==> config.mk <==
export PLATFORM = sky130hd
export DESIGN_NAME = requant_pack
export DESIGN_NICKNAME = d
export VERILOG_FILES = /design/src/rtl/requant_pack.sv
export SDC_FILE = /design/constraint.sdc
export NUM_CORES = 2
export LEC_CHECK = 0
export ABC_AREA = 1
export ABC_CLOCK_PERIOD_IN_PS = 11800
export BUFFER_PORTS_ARGS = -buffer_cell sky130_fd_sc_hd__buf_2
export CORE_MARGIN = 8
export CORE_UTILIZATION = 49
export DETAILED_ROUTE_END_ITERATION = 6
export PLACE_DENSITY = 0.73
export SLEW_MARGIN = 5
export SYNTH_ARGS = -nofsm -noshare
export SYNTH_HDL_FRONTEND = slang
export SYNTH_SLANG_ARGS = --single-unit
==> constraint.sdc <==
create_clock -name clk -period 11.8 [get_ports clk]
set_clock_uncertainty 0.2 [all_clocks]
set_input_delay 1.77 -clock clk [delete_from_list [all_inputs] [get_ports clk]]
set_output_delay 1.77 -clock clk [all_outputs]
set_load 0.1 [all_outputs]
==> src/rtl/requant_pack.sv <==
// Requantizes a signed 32-bit accumulator stream to int8 (bias, scale, rounding shift, ReLU, saturate),
// packs four lanes per 32-bit word and queues the words in a first-word-fall-through FIFO.
module requant_pack #(
   parameter int DEPTH = 4
) (
   input  logic                     clk,
   input  logic                     rst,
   input  logic                     in_valid,
   input  logic [31:0]              in_data,
   input  logic                     flush,
   input  logic [31:0]              bias,
   input  logic [15:0]              mult,
   input  logic [4:0]               shift,
   input  logic                     relu_en,
   output logic                     out_valid,
   input  logic                     out_ready,
   output logic [31:0]              out_data,
   output logic [2:0]               out_lanes,
   output logic [$clog2(DEPTH):0]   level,
   output logic                     overflow,
   output logic                     busy
);
   localparam int AW = $clog2(DEPTH);

   logic [32:0] s1_reg;
   logic        s1_valid_reg, s1_flush_reg;
   logic [7:0]  s2_q_reg;
   logic        s2_valid_reg, s2_flush_reg;
   logic [1:0]  idx_reg, idx_next;
   logic [23:0] lanes_reg, lanes_next, lanes_ins;

   logic signed [49:0] s1_ext, m_ext, p, rnd, r;
   logic [7:0]  q_next;

   logic        push;
   logic [31:0] push_data;
   logic [2:0]  push_lanes;

   logic [34:0] mem [DEPTH];
   logic [AW-1:0] wr_ptr_reg, rd_ptr_reg;
   logic [AW:0]   count_reg;
   logic        overflow_reg;
   logic        full, pop, accept;

   // Stage S1: bias add, widened to 33 bits so it never wraps
   always_ff @(posedge clk) begin
      if (rst) begin
         s1_reg       <= '0;
         s1_valid_reg <= 1'b0;
         s1_flush_reg <= 1'b0;
      end else begin
         s1_reg       <= {in_data[31], in_data} + {bias[31], bias};
         s1_valid_reg <= in_valid;
         s1_flush_reg <= flush;
      end
   end

   // Stage S2 math: scale, round half toward +inf, optional ReLU, clamp to int8
   always_comb begin
      s1_ext = {{17{s1_reg[32]}}, s1_reg};
      m_ext  = {34'd0, mult};
      p      = s1_ext * m_ext;
      rnd    = '0;
      if (shift != 5'd0)
         rnd = 50'sd1 <<< (shift - 5'd1);
      r = (p + rnd) >>> shift;
      if (relu_en && r < 0)
         r = '0;
      if (r > 50'sd127)
         q_next = 8'h7F;
      else if (r < -50'sd128)
         q_next = 8'h80;
      else
         q_next = r[7:0];
   end

   always_ff @(posedge clk) begin
      if (rst) begin
         s2_q_reg     <= '0;
         s2_valid_reg <= 1'b0;
         s2_flush_reg <= 1'b0;
      end else begin
         s2_q_reg     <= q_next;
         s2_valid_reg <= s1_valid_reg;
         s2_flush_reg <= s1_flush_reg;
      end
   end

   generate
      for (genvar gi = 0; gi < 3; gi++) begin : g_lane
         assign lanes_ins[8*gi +: 8] = (idx_reg == 2'(gi)) ? s2_q_reg : lanes_reg[8*gi +: 8];
      end
   endgenerate

   // Packer: a sample at idx 3 completes the word, so a coincident flush adds nothing
   always_comb begin
      push       = 1'b0;
      push_data  = '0;
      push_lanes = '0;
      idx_next   = idx_reg;
      lanes_next = lanes_reg;
      if (s2_valid_reg) begin
         if (idx_reg == 2'd3) begin
            push       = 1'b1;
            push_data  = {s2_q_reg, lanes_reg};
            push_lanes = 3'd4;
            idx_next   = 2'd0;
            lanes_next = '0;
         end else if (s2_flush_reg) begin
            push       = 1'b1;
            push_data  = {8'd0, lanes_ins};
            push_lanes = {1'b0, idx_reg} + 3'd1;
            idx_next   = 2'd0;
            lanes_next = '0;
         end else begin
            idx_next   = idx_reg + 2'd1;
            lanes_next = lanes_ins;
         end
      end else if (s2_flush_reg && idx_reg != 2'd0) begin
         push       = 1'b1;
         push_data  = {8'd0, lanes_reg};
         push_lanes = {1'b0, idx_reg};
         idx_next   = 2'd0;
         lanes_next = '0;
      end
   end

   always_ff @(posedge clk) begin
      if (rst) begin
         idx_reg   <= '0;
         lanes_reg <= '0;
      end else begin
         idx_reg   <= idx_next;
         lanes_reg <= lanes_next;
      end
   end

   assign full   = (count_reg == (AW+1)'(DEPTH));
   assign pop    = out_valid && out_ready;
   assign accept = push && (!full || pop);

   always_ff @(posedge clk) begin
      if (accept)
         mem[wr_ptr_reg] <= {push_lanes, push_data};
   end

   always_ff @(posedge clk) begin
      if (rst) begin
         wr_ptr_reg   <= '0;
         rd_ptr_reg   <= '0;
         count_reg    <= '0;
         overflow_reg <= 1'b0;
      end else begin
         if (accept)
            wr_ptr_reg <= wr_ptr_reg + 1'b1;
         if (pop)
            rd_ptr_reg <= rd_ptr_reg + 1'b1;
         if (accept && !pop)
            count_reg <= count_reg + 1'b1;
         else if (pop && !accept)
            count_reg <= count_reg - 1'b1;
         if (push && full && !pop)
            overflow_reg <= 1'b1;
      end
   end

   assign out_valid = (count_reg != '0);
   assign out_data  = out_valid ? mem[rd_ptr_reg][31:0]  : 32'd0;
   assign out_lanes = out_valid ? mem[rd_ptr_reg][34:32] : 3'd0;
   assign level     = count_reg;
   assign overflow  = overflow_reg;
   assign busy      = s1_valid_reg || s2_valid_reg || (idx_reg != 2'd0);

endmodule

==> results.sh <==
export IMPL_clk_pin_slew_ps=70
export IMPL_min_period_over_period_pct=78.9
export IMPL_crit_slowest_cell="fa_1"
export IMPL_syn_area_per_cell_sq_um=7.17
export IMPL_async_flop_share_pct=0
export IMPL_synth_cell_types=52
export IMPL_cp_end_kind="flop"
export IMPL_routedWlPerCell_um=16.8
export IMPL_final_nets=5707
export IMPL_worst_r2r_path_depth=32
export IMPL_antenna_found_initial=4
export IMPL_min_path_cells=2
export IMPL_drc_errors=0
export IMPL_gr_total_overflow=0
export IMPL_cts_repair_resized=0
export IMPL_first_pass_iters=6
export IMPL_synth_area_sq_mm=0.0356
export IMPL_ys_warn_count=0
export IMPL_fillCellCount=7048
export IMPL_rsz0062_at_grt="no"
export IMPL_yosysSeqAreaShare_pct=16.3
export IMPL_hold_ws_ps=221
export IMPL_portBuffers=131
export IMPL_finalSetupTns_ps=0
export IMPL_startpoint_type="primary input"
export IMPL_setup_viol=0
export IMPL_slowest_delay_ps=560
export IMPL_period_minus_slack_ps=9310
export IMPL_path_class="in2reg"
export IMPL_cts_tree="built"
export IMPL_grt_pass1_vias=31400
export IMPL_die_area_sq_mm=0.0816
export IMPL_synthFlopType="edfxtp_1"
export IMPL_htreeDepth=1
export IMPL_num_vias=30900
export IMPL_dp_hpwl_mm=78.8
export IMPL_cts_root_buf="clkbuf_16"
export IMPL_postLayoutCoreUtil_pct=51.8
export IMPL_drive_gt1_share_pct=5.94
export IMPL_hold_viol=0
export IMPL_mostFrequentLayoutCells="nand2_1 (1,277), inv_1 (1,156), fa_1 (536)"
export IMPL_largest_register_ffs=140
export IMPL_drtAntennaViolNets=0
export IMPL_clock_sinks=221
export IMPL_highest_layer="met4"
export IMPL_ys_ff_latch=221
export IMPL_dr_wl_met3_mm=7.46
export IMPL_syn_inst=4972
export IMPL_cts_hold_buf=0
export IMPL_slew_headroom_pct=23.4
export IMPL_die_y_um=286
export IMPL_fmax_mhz=107
export IMPL_cts_setup_buffers=0
export IMPL_hp_class="reg2reg"
export IMPL_drt_iter0_markers=2391
export IMPL_syn_to_final_growth_pct=5.31
export IMPL_cts_buffer_depth=3
export IMPL_synth_edf_count=140
export IMPL_worst_slack_ps=2490
export IMPL_status="complete, no violations"
export IMPL_worstPathMaxFanout=50
export IMPL_grt_pass1_wl_mm=164
export IMPL_worstPathRequired_ps=11990
export IMPL_coreArea_sq_mm=0.0725
export IMPL_arrival_ps=9500
export IMPL_layout_commonest_cell="nand2_1"
export IMPL_cts_buffers=22
export IMPL_wl_met1_mm=42.1
export IMPL_place_congestion=0.973
export IMPL_totalWireLength_mm=99.3
export IMPL_num_rows=99
export IMPL_viasPerCell=5.24
export IMPL_drv_slew=0
export IMPL_insertion_delay_ps=540
export IMPL_grt_usage_pct=24.5
export IMPL_syn_num_nets=5763
export IMPL_crit_top_cell="nand2_1"
export IMPL_die_x_um=286
export IMPL_met2WireLength_mm=46.9
export IMPL_io_pins=132
export IMPL_max_slew_worst_pin_slew_ps=1150
export IMPL_initial_core_util_pct=49.2
export IMPL_grt_max_degree=72
export IMPL_drv_cap=0
export IMPL_dp_worst_setup_slack_ps=2100
-- per-layer routing --
| layer | up-vias | GRT usage [%] |
|---|---|---|
| li1 | 14800 | - |
| met1 | 14800 | 32.9 |
| met2 | 1119 | 41.2 |
| met3 | 178 | 3.46 |
| met4 | 0 | 7.23 |
| met5 | - | 0 |
-- worst max-delay path, delay by kind of cell --
family	cells	cell delay, ps
simple gates	25	3010
fa+ha+maj	6	2930
buf+inv	8	1150
xor+xnor	1	500
compound gates	1	100
-- through the flow --
step,std cells,cell area [sq um]
6_report,5894,37500
5_1_grt,5894,37500
4_1_cts,5891,37500
3_5_place_dp,5851,36800
3_3_place_gp,5851,36800
2_1_floorplan,4972,35600
-- logic make-up after synthesis --
logic type	Yosys count	synth area share, %
AO/OA/AOI/OAI	418	6.34
other	1	0.0105
adder cells (fa/ha/maj)	700	35.9
XOR/XNOR	11	0.270
AND/OR/NAND/NOR	2199	26.0
buffers and inverters	1420	15.1
multiplexers	2	0.0562
flip-flops	221	16.3
-- path summary, 6_finish.rpt --
| kind | endpoint | slack, ps | start |
|---|---|---|---|
| setup / recovery | s2_q_reg[1]$_SDFF_PP0_ | 2490 | shift[0] |
| hold / removal | s2_flush_reg$_SDFF_PP0_ | 220 | s1_flush_reg$_SDFF_PP0_ |
| setup reg to reg | s2_q_reg[1]$_SDFF_PP0_ | 3520 | s1_reg[32]$_SDFF_PP0_ |
| hold reg to reg | s2_flush_reg$_SDFF_PP0_ | 220 | s1_flush_reg$_SDFF_PP0_ |
-- cells in the mapped netlist, types with 15 or more instances --
| cell type | number | share of area [%] |
|---|---|---|
| nand3_1 | 456 | 6.4 |
| a21oi_1 | 189 | 2.7 |
| inv_2 | 15 | 0.16 |
| o21ai_0 | 151 | 2.1 |
| nand2_1 | 1277 | 13 |
| nor2_2 | 21 | 0.37 |
| ha_1 | 164 | 5.8 |
| nand2_2 | 22 | 0.39 |
| nand4_1 | 32 | 0.56 |
| a31oi_1 | 15 | 0.26 |
| nor2_1 | 337 | 3.5 |
| dfxtp_1 | 81 | 4.6 |
| o31ai_1 | 20 | 0.42 |
| buf_2 | 30 | 0.42 |
| inv_1 | 1156 | 12 |
| edfxtp_1 | 140 | 12 |
| fa_1 | 536 | 30 |
| clkbuf_1 | 197 | 2.1 |
-- area by class of cell --
cell class                 count  area [sq um]  area share (%)
inverter                    1178          4420            11.8
clock inverter                12           105           0.280
antenna                        3          7.51          0.0200
clock buffer                  28           614            1.64
sequential                   221          5830            15.5
multi-input combinational   3331         24500            65.2
tap                          959          1200            3.20
timing repair buffer         162           888            2.37
Power is left out: the tool's default activity adds up to more than one toggle a clock period on the data nets, which glitch-free logic cannot reach.
